<file path="src/rtl/multi_sonic_ranger.sv">
// -----------------------------------------------------------------------------
// multi_sonic_ranger
//
// Round-robin driver for N_CH ultrasonic range sensors (HC-SR04 style).
// Each slot fires a trigger pulse on the selected channel. It then waits for
// the echo to rise and times how long the echo stays high, in microseconds.
// The result lands in that channel's dis field, together with a one-cycle
// dis_valid strobe. If the echo never rises, or stays high too long, the
// channel reports all ones and sets its timeout flag. Every slot lasts
// PERIOD_US microseconds from trigger start. After that the next channel is
// selected.
//
// Ports
//   clk_50m   : system clock, rising edge
//   rst       : synchronous reset, active low
//   en        : enables round-robin ranging
//   echo      : asynchronous echo inputs, one per channel
//   trig      : trigger outputs, at most one bit high
//   dis       : per-channel echo time in us, channel k at [k*DIS_W +: DIS_W]
//   dis_valid : one-cycle strobe when a channel's dis/timeout is updated
//   timeout   : per-channel flag, last measurement timed out
//   ch_sel    : index of the channel currently being serviced
//   busy      : high whenever the sequencer is not idle
// -----------------------------------------------------------------------------
module multi_sonic_ranger #(
  parameter int CLK_HZ     = 50_000_000,
  parameter int N_CH       = 4,
  parameter int DIS_W      = 16,
  parameter int TRIG_US    = 10,
  parameter int TIMEOUT_US = 30000,
  parameter int PERIOD_US  = 60000,
  localparam int CH_W      = (N_CH > 1) ? $clog2(N_CH) : 1
) (
  input  logic                  clk_50m,
  input  logic                  rst,
  input  logic                  en,
  input  logic [N_CH-1:0]       echo,
  output logic [N_CH-1:0]       trig,
  output logic [N_CH*DIS_W-1:0] dis,
  output logic [N_CH-1:0]       dis_valid,
  output logic [N_CH-1:0]       timeout,
  output logic [CH_W-1:0]       ch_sel,
  output logic                  busy
);

  localparam int DIV       = CLK_HZ / 1_000_000;
  localparam int PRE_W     = $clog2(DIV);
  localparam int TRIG_BITS = $clog2(TRIG_US + 1);
  // The phase counter times the trigger, the rise wait and the echo. It must
  // be wide enough for both the trigger length and the result width.
  localparam int PH_W      = (DIS_W > TRIG_BITS) ? DIS_W : TRIG_BITS;
  localparam int SLOT_W    = $clog2(PERIOD_US + 1);

  localparam logic [PRE_W-1:0]  PRE_LAST  = PRE_W'(DIV - 1);
  localparam logic [PH_W-1:0]   TRIG_END  = PH_W'(TRIG_US);
  localparam logic [PH_W-1:0]   TO_LAST   = PH_W'(TIMEOUT_US - 1);
  localparam logic [SLOT_W-1:0] SLOT_LAST = SLOT_W'(PERIOD_US - 1);
  localparam logic [CH_W-1:0]   LAST_CH   = CH_W'(N_CH - 1);

  typedef enum logic [2:0] {
    IDLE,
    TRIG,
    WAIT_RISE,
    MEASURE,
    GAP
  } state_t;

  state_t              state_reg, state_next;
  logic [PRE_W-1:0]    pre_reg;
  logic                tick;
  logic [PH_W-1:0]     cnt_reg, cnt_next;
  logic [SLOT_W-1:0]   slot_reg, slot_next;
  logic [CH_W-1:0]     ch_sel_reg, ch_sel_next;
  logic [N_CH-1:0]     echo_sync;
  logic [N_CH-1:0]     echo_prev;
  logic                sel_now, sel_prev;
  logic                echo_rise, echo_fall;
  logic                res_load, res_to;
  logic [DIS_W-1:0]    res_val;

  // ---------------------------------------------------------------------------
  // Free-running microsecond prescaler
  // ---------------------------------------------------------------------------
  assign tick = (pre_reg == PRE_LAST);

  always_ff @(posedge clk_50m) begin
    if (!rst) begin
      pre_reg <= '0;
    end else if (tick) begin
      pre_reg <= '0;
    end else begin
      pre_reg <= pre_reg + 1'b1;
    end
  end

  // ---------------------------------------------------------------------------
  // Per-channel synchroniser plus one delay flop for edge detection
  // ---------------------------------------------------------------------------
  genvar gi;
  generate
    for (gi = 0; gi < N_CH; gi++) begin : g_sync
      logic s1_reg, s2_reg, prev_reg;

      always_ff @(posedge clk_50m) begin
        if (!rst) begin
          s1_reg   <= 1'b0;
          s2_reg   <= 1'b0;
          prev_reg <= 1'b0;
        end else begin
          s1_reg   <= echo[gi];
          s2_reg   <= s1_reg;
          prev_reg <= s2_reg;
        end
      end

      assign echo_sync[gi] = s2_reg;
      assign echo_prev[gi] = prev_reg;
    end
  endgenerate

  // Every channel is synchronised all the time. Only the one being serviced
  // feeds the edge detector. Because its delay flop is always live, an echo
  // that is already high when the rise wait begins produces no rising edge.
  assign sel_now   = echo_sync[ch_sel_reg];
  assign sel_prev  = echo_prev[ch_sel_reg];
  assign echo_rise = sel_now & ~sel_prev;
  assign echo_fall = ~sel_now & sel_prev;

  // ---------------------------------------------------------------------------
  // Sequencer state register
  // ---------------------------------------------------------------------------
  always_ff @(posedge clk_50m) begin
    if (!rst) begin
      state_reg  <= IDLE;
      cnt_reg    <= '0;
      slot_reg   <= '0;
      ch_sel_reg <= '0;
    end else begin
      state_reg  <= state_next;
      cnt_reg    <= cnt_next;
      slot_reg   <= slot_next;
      ch_sel_reg <= ch_sel_next;
    end
  end

  // ---------------------------------------------------------------------------
  // Sequencer next-state logic
  // ---------------------------------------------------------------------------
  always_comb begin
    state_next  = state_reg;
    cnt_next    = cnt_reg;
    slot_next   = slot_reg;
    ch_sel_next = ch_sel_reg;
    res_load    = 1'b0;
    res_to      = 1'b0;

    // The slot timer runs from trigger start until the slot closes.
    if (tick && (state_reg != IDLE)) begin
      slot_next = slot_reg + 1'b1;
    end

    case (state_reg)
      IDLE: begin
        if (en) begin
          state_next = TRIG;
          cnt_next   = '0;
          slot_next  = '0;
        end
      end

      // The first tick arms the trigger (cnt 0 -> 1). The pulse then spans
      // exactly TRIG_US tick periods, so its width does not depend on the
      // prescaler phase at which the slot started.
      TRIG: begin
        if (tick) begin
          if (cnt_reg == TRIG_END) begin
            state_next = WAIT_RISE;
            cnt_next   = '0;
          end else begin
            cnt_next = cnt_reg + 1'b1;
          end
        end
      end

      WAIT_RISE: begin
        if (echo_rise) begin
          state_next = MEASURE;
          cnt_next   = '0;
        end else if (tick) begin
          if (cnt_reg == TO_LAST) begin
            res_load   = 1'b1;
            res_to     = 1'b1;
            state_next = GAP;
          end else begin
            cnt_next = cnt_reg + 1'b1;
          end
        end
      end

      // A falling edge is checked first. If it arrives on the same cycle as
      // the final timeout tick, it still yields a valid measurement.
      MEASURE: begin
        if (echo_fall) begin
          res_load   = 1'b1;
          state_next = GAP;
        end else if (tick && sel_now) begin
          if (cnt_reg == TO_LAST) begin
            res_load   = 1'b1;
            res_to     = 1'b1;
            state_next = GAP;
          end else begin
            cnt_next = cnt_reg + 1'b1;
          end
        end
      end

      GAP: begin
        if (tick && (slot_reg >= SLOT_LAST)) begin
          state_next  = IDLE;
          ch_sel_next = (ch_sel_reg == LAST_CH) ? '0 : ch_sel_reg + 1'b1;
        end
      end

      default: begin
        state_next = IDLE;
      end
    endcase
  end

  assign res_val = res_to ? {DIS_W{1'b1}} : cnt_reg[DIS_W-1:0];

  // ---------------------------------------------------------------------------
  // Per-channel result registers and trigger outputs
  // ---------------------------------------------------------------------------
  generate
    for (gi = 0; gi < N_CH; gi++) begin : g_chan
      logic             hit;
      logic [DIS_W-1:0] dis_reg;
      logic             to_reg;
      logic             dv_reg;
      logic             trig_reg;

      assign hit = (ch_sel_reg == CH_W'(gi));

      // The trigger is registered from next-state values. Reset therefore
      // drops it on the same edge, and the pin never glitches.
      always_ff @(posedge clk_50m) begin
        if (!rst) begin
          dis_reg  <= '0;
          to_reg   <= 1'b0;
          dv_reg   <= 1'b0;
          trig_reg <= 1'b0;
        end else begin
          dv_reg   <= res_load && hit;
          trig_reg <= hit && (state_next == TRIG) && (cnt_next != '0);
          if (res_load && hit) begin
            dis_reg <= res_val;
            to_reg  <= res_to;
          end
        end
      end

      assign dis[gi*DIS_W +: DIS_W] = dis_reg;
      assign timeout[gi]            = to_reg;
      assign dis_valid[gi]          = dv_reg;
      assign trig[gi]               = trig_reg;
    end
  endgenerate

  assign ch_sel = ch_sel_reg;
  assign busy   = (state_reg != IDLE);

endmodule

</file>
<file path="config.mk">
export PLATFORM = sky130hd
export DESIGN_NAME = multi_sonic_ranger
export DESIGN_NICKNAME = d
export VERILOG_FILES = /design/src/rtl/multi_sonic_ranger.sv
export SDC_FILE = /design/constraint.sdc
export NUM_CORES = 1
export LEC_CHECK = 0
export CAP_MARGIN = 20
export CELL_PAD_IN_SITES_DETAIL_PLACEMENT = 1
export CELL_PAD_IN_SITES_GLOBAL_PLACEMENT = 1
export CORE_MARGIN = 3
export CORE_UTILIZATION = 45
export CTS_CLUSTER_SIZE = 28
export DETAILED_ROUTE_END_ITERATION = 10
export GPL_ROUTABILITY_DRIVEN = 1
export HOLD_SLACK_MARGIN = 0.1
export PLACE_DENSITY_LB_ADDON = 0.1
export SLEW_MARGIN = 10
export SYNTH_ARGS = -nofsm -noshare
export SYNTH_HDL_FRONTEND = slang
export SYNTH_SLANG_ARGS = --single-unit
</file>
<file path="constraint.sdc">
create_clock -name clk_50m -period 4.4 [get_ports clk_50m]
set_input_delay 0.88 -clock clk_50m [delete_from_list [all_inputs] [get_ports clk_50m]]
set_output_delay 0.88 -clock clk_50m [all_outputs]
set_load 0.02 [all_outputs]
</file>
Yosys cells after proc, flatten, opt, wreduce, memory -nomap -nowiden
Index checks and enable logic that the tools add are counted.

storage, ports and cells
  output and inout port bits = 79
  bits in registers = 131
  RAM bits = 0
  bits in latches = 0
  memory bits (read-only) = 0
  memories = 0

cells by class
  shift operators = 0
  mux-type cells = 36
  reduce and logical (&&, ||, !) cells = 21
  equal/unequal tests = 11
  add/sub/neg operators = 4
  multiply operators = 0
  div/mod/pow operators = 0
  $lt $le $gt $ge = 2
  bitwise operators = 5

operators with widths
  operator               count
  $mux 16                12
  $pmux 16 s4            1
  $add 16x1->16 const B  2
  $mux 3                 9
  $eq 16x15->1 const B   1
  $eq 16x4->1 const B    1
  $ge 16x16->1 const B   1
  $reduce_bool 16->1     1
  $logic_and 1x1->1      15
  $pmux 3 s5             1
  $mux 1                 8
  $add 6x1->6 const B    1
  $eq 3x1->1 const B     2
  $eq 3x2->1 const B     2
  $eq 6x6->1 const B     1
  $bmux 1 s2             2
  $eq 2x2->1 const B     2
  $pmux 1 s2             2
  $eq 3x3->1 const B     1
  $logic_not 3->1        1
  $lt 2x3->1 const B     1
  $not 1->1              3
  $reduce_bool 3->1      1
  $add 2x1->2 const B    1
  6 further kinds        7

Logic depth before layout (Yosys ltp)
  depth after elaboration = 9
  gate-level depth with buffers = 13
  mapped depth without buffers = 10

Least setup slack after synthesis
Ideal clock, no wire load.

  kind = reg2reg
  start = register ch_sel_reg[0] (netlist: ch_sel[0])
  end = register g_chan[0].trig_reg
  library setup time = 0.135 ns
  cell stages (with the launch flop) = 10
  required time = 4.265 ns
  arrival time = 2.681 ns
  setup slack = 1.584 ns
  path through = dfxtp_1 > mux4_2 > nand2b_4 > buf_6 > a211o_1 > a21o_1 > a211oi_2 > nand4_2 > nor4_4 > a21oi_1

between the ends
  cells in the longest elaborated chain, start to end = 9
  elaborated cells on any way between the ends = 22
  classes of those cells = 1 x eq/ne; 12 x mux; 4 x bitwise; 5 x reduce/logical

RTL lines
  element                                          line      source
  start, declared                                  73        logic [CH_W-1:0] ch_sel_reg, ch_sel_next;
  start signal, assigned                           142       ch_sel_reg <= ch_sel_next;
  $bmux 1 s2 (on tied branches)                    124, 125
  $mux 1 (on tied branches)                        124, 125
  $logic_and 1x1->1, or another cell as far along  206       end else if (tick && sel_now) begin
  $mux 3, or another cell as far along             206
  $mux 3 (on tied branches)                        203, 186
  $pmux 3 s5                                       162       case (state_reg)
  $eq 3x1->1                                       255       trig_reg <= hit && (state_next == TRIG) && (cnt_next != '0);
  $logic_and 1x1->1                                255
  $logic_and 1x1->1 (*)                            255
  end signal, assigned                             255
  end, declared                                    241       logic trig_reg;

Every way passes the cells marked *; elsewhere a longest branch is shown, timed or not. The select of a mux whose other input is x is not followed.
A chain may end at the register's enable or synchronous reset.

Worst setup path in the final report
  start = register cnt_reg[1]
  end = register g_chan[3].dis_reg[10]

between the ends
  cells in the longest elaborated chain, start to end = 6
  elaborated cells on any way between the ends = 11
  classes of those cells = 1 x eq/ne; 9 x mux; 1 x reduce/logical

RTL lines
  element                                       line      source
  start, declared                               71        logic [PH_W-1:0] cnt_reg, cnt_next;
  start signal, assigned                        140       cnt_reg <= cnt_next;
  $eq 16x15->1 (*)                              190, 207
  $mux 1 (*)                                    190, 207
  $mux 1 (on tied branches)                     206, 189
  $mux 1 (on tied branches)                     203, 186
  $pmux 1 s2                                    162
  $mux 16 or $logic_and 1x1->1 (tied branches)  230, 256
  end signal, assigned                          257       dis_reg <= res_val;
  end, declared                                 238       logic [DIS_W-1:0] dis_reg;

Every way passes the cells marked *; elsewhere a longest branch is shown, timed or not.

==> qor.log <==
qor: outcome.outcome finished clean
qor: sta.post_layout_min_period 3520 ps
qor: clocking.numCtsBuffers 17
qor: final_layout.n_antenna_cell 0
qor: setup_path.crit_path_start_kind register
qor: power.pwr_density_cell 344 nW/um2
qor: min_path.worst_hold_path.num_cells 1
qor: sta.grt_setup_unrepaired false
qor: grt.gr-usage-met3 0.0530
qor: grt.antenna_violations_before_repair 0
qor: final_layout.most_frequent_standard_cell_in_the_layout_excluding_fill_and_tap_cells nor2_1
qor: final_layout.postLayoutCoreUtil 0.560
qor: sta.fin_skew 6.72 ps
qor: place.place.gp.congestion 0.946
qor: setup_path.path_max_fanout 25
qor: sta.final_hold_viol_count 0
qor: grt.grt_util_all_layers 0.265
qor: sta.max_clock_freq 284 MHz
qor: grt.first_global_vias 5797
qor: sta.slew_limit_headroom 0.554
qor: grt.gr-usage-met1 0.350
qor: routing.routed-via-count 5703
qor: synth.mappedNetlistNets 753
qor: final_layout.post-route-cell-area 7810 um2
qor: grt.grt.busiest_layer met2
qor: grt.grt.overflow.total 0
qor: clocking.largest_buffer_count_on_any_clock_path 2
qor: floorplan.die_height 126 um
qor: place.dp.cells 953
qor: clocking.cts_setup_buffers 0
qor: sta.final.setup.tns 0 ps
qor: clocking.clock_insertion_delay_at_the_later_pin_of_the_skew_report 420 ps
qor: sta.layout_worst_path_cycle_share 0.800
qor: min_path.hp-class register to register
qor: grt.grt_start_max_net_pins 39
qor: final_layout.flip_flop_count_of_the_largest_register_after_layout 64
qor: clocking.clk_root_buffer_cell clkbuf_16
qor: setup_path.crit_path_end_kind register
qor: synth.synth_top_area_cell dfxtp_1
qor: setup_path.critical_path_arrival 3810 ps
qor: setup_path.ff2ff_setup_slack 880 ps
qor: routing.drtAntennaViolNets 0
qor: floorplan.die-width 126 um
qor: floorplan.floorplan.io_pins 86
qor: final_layout.multi_input_area 3320 um2
qor: final_layout.instances_no_fill 985
qor: final_layout.filler_cell_count 1598
qor: routing.detail_route.iter0.violations 466
qor: synth.synth_edf_count 0
qor: clocking.post_cts_resize_count 0
qor: routing.route.detailed.drc 0
qor: final_layout.most-common-layout-cells nor2_1 (132), dfxtp_1 (131), clkdlybuf4s50_1 (85)
qor: sta.fin_hold_ws 440 ps
qor: synth.postSynthAreaPerCell 8.72 um2
qor: clocking.clock_tree.htree_level_count 4
qor: final_layout.layout.area.seq 2620 um2
qor: synth.synth_top_area_share 0.408
qor: synth.synth_area_leaders dfxtp_1 (41%), nor2_1 (7.7%), mux2i_1 (5.9%)
qor: floorplan.initial_core_util 0.461
qor: clocking.clock_sinks 131
qor: routing.routedWlPerCell 20.9 um
qor: floorplan.floorplan.die_area 15800 um2
qor: place.hpwlAfterDp 14400 um
qor: synth.gate_count_after_technology_mapping 737
qor: clocking.clk_transition_reported_paths 60 ps
qor: setup_path.worstRegToRegCells 11
qor: sta.worst_slew_pin_slew 666 ps
qor: final_layout.finish.net_count 808
qor: sta.timing.final.setup_violations 0
qor: flow_run.max_cap_violations 0
qor: clocking.cts.hold.buffers_added 0
qor: final_layout.synthToLayoutAreaGrowth 21.4%
qor: floorplan.placementRows 43
qor: power.power_leakage 2.72 nW
qor: routing.routed_wl 20600 um
qor: synth.dominantRegCellSynth dfxtp_1
qor: floorplan.core_region_area 13900 um2
qor: place.portBuffers 85
qor: synth.post_synth_instance_area 6430 um2
qor: setup_path.worst-endpoint-required 4690 ps
qor: synth.synth_seq_cells 131
qor: power.ir_drop 0.217 mV
qor: synth.ys_seq_area_frac 0.408
qor: grt.grt_use_met2 0.430
qor: routing.detailedRoute.firstPassIterationCount 5
qor: clocking.tritoncts yes
qor: synth.synth_warnings 0
qor: place.place_area 7220 um2
qor: final_layout.post_route_cells_drive_above_1_share 0.0981
qor: grt.grt_first_pass_wirelength 33100 um
qor: setup_path.worst-setup-path-type register to register
qor: synth.asyncSetResetFlopFracSynth 0
qor: routing.viasPerCell 5.79
qor: synth.post_synth_num_cell_types 73
qor: sta.drv_slew 0
## routing by layer
metal,share of wire,wire [um]
met5,0,0
met4,0.024,496
met3,0.055,1140
met2,0.48,9840
met1,0.44,9140
## synth_stat cells (3+ instances only)
cell type  number
xor2_1         12
nand4_1         8
a211o_1         3
nor2b_1         4
inv_1          11
o211ai_1        7
or2_2           3
a31oi_1         6
nand3_1        17
a21o_1          3
and4_1          5
and3_1         13
xnor2_1         9
or4_1           4
nor2_1        132
buf_6          10
a41oi_1         3
nand2b_1        4
and2_1         27
or3_1           7
o21ai_0        22
buf_2           7
nor3_1         17
mux2i_1        38
nand2_1        40
clkbuf_1       27
a211oi_2        3
a211oi_1       37
buf_4          23
a21oi_1        37
ha_1            9
dfxtp_1       131
## layout make-up
cell class / instances / share of cell area
multi-input cells: 524 / 0.426
flip-flops and latches: 131 / 0.336
repair buffers: 106 / 0.129
clock buffers: 18 / 0.0550
well taps: 180 / 0.0289
clock inverters: 14 / 0.0197
inverters: 12 / 0.00577
## power breakdown
group / leakage [nW] / switching, mW / internal (mW)
Sequential: 1.06 / 0.00752 / 1.19
Combinational: 1.38 / 0.0578 / 0.0282
Clock: 0.283 / 0.559 / 0.841
Total: 2.72 / 0.624 / 2.06
## metrics by stage
| step | power, mW | setup WS [ps] |
|---|---|---|
| after floorplan | 1.28 | 1580 |
| after global placement | 1.31 | 876 |
| after detailed placement | 1.31 | 771 |
| after CTS | 2.71 | 957 |
| after global routing | 2.78 | 721 |
| final | 2.69 | 882 |
## cells by family after synthesis
family,count (synthesis),synth area share
xor+xnor,21,0.0286
fa+ha+maj,9,0.0175
buf+inv,82,0.0755
compound gates,152,0.167
simple gates,302,0.237
mux,40,0.0662
flops,131,0.408
## critical path: stages, from the launching register on
cell       delay, ps
dfxtp_1          490
ha_1             210
buf_4            170
nand2_1          120
or3_1            560
nor2_4           190
nand2_2          110
a2111oi_4        620
and2_1           200
buf_4            330
mux2i_1          290
nor2_1            80
## worst paths after layout
kind / from / end
worst max-delay path: cnt_reg[1]$_SDFF_PN0_ / g_chan[3].dis_reg[10]$_SDFFE_PN0P_
worst min-delay path: g_sync[1].s1_reg$_SDFF_PN0_ / g_sync[1].s2_reg$_SDFF_PN0_
worst max register to register: cnt_reg[1]$_SDFF_PN0_ / g_chan[3].dis_reg[10]$_SDFFE_PN0P_
worst min register to register: g_sync[1].s1_reg$_SDFF_PN0_ / g_sync[1].s2_reg$_SDFF_PN0_
No activity file was read; power rests on OpenSTA's default activity.
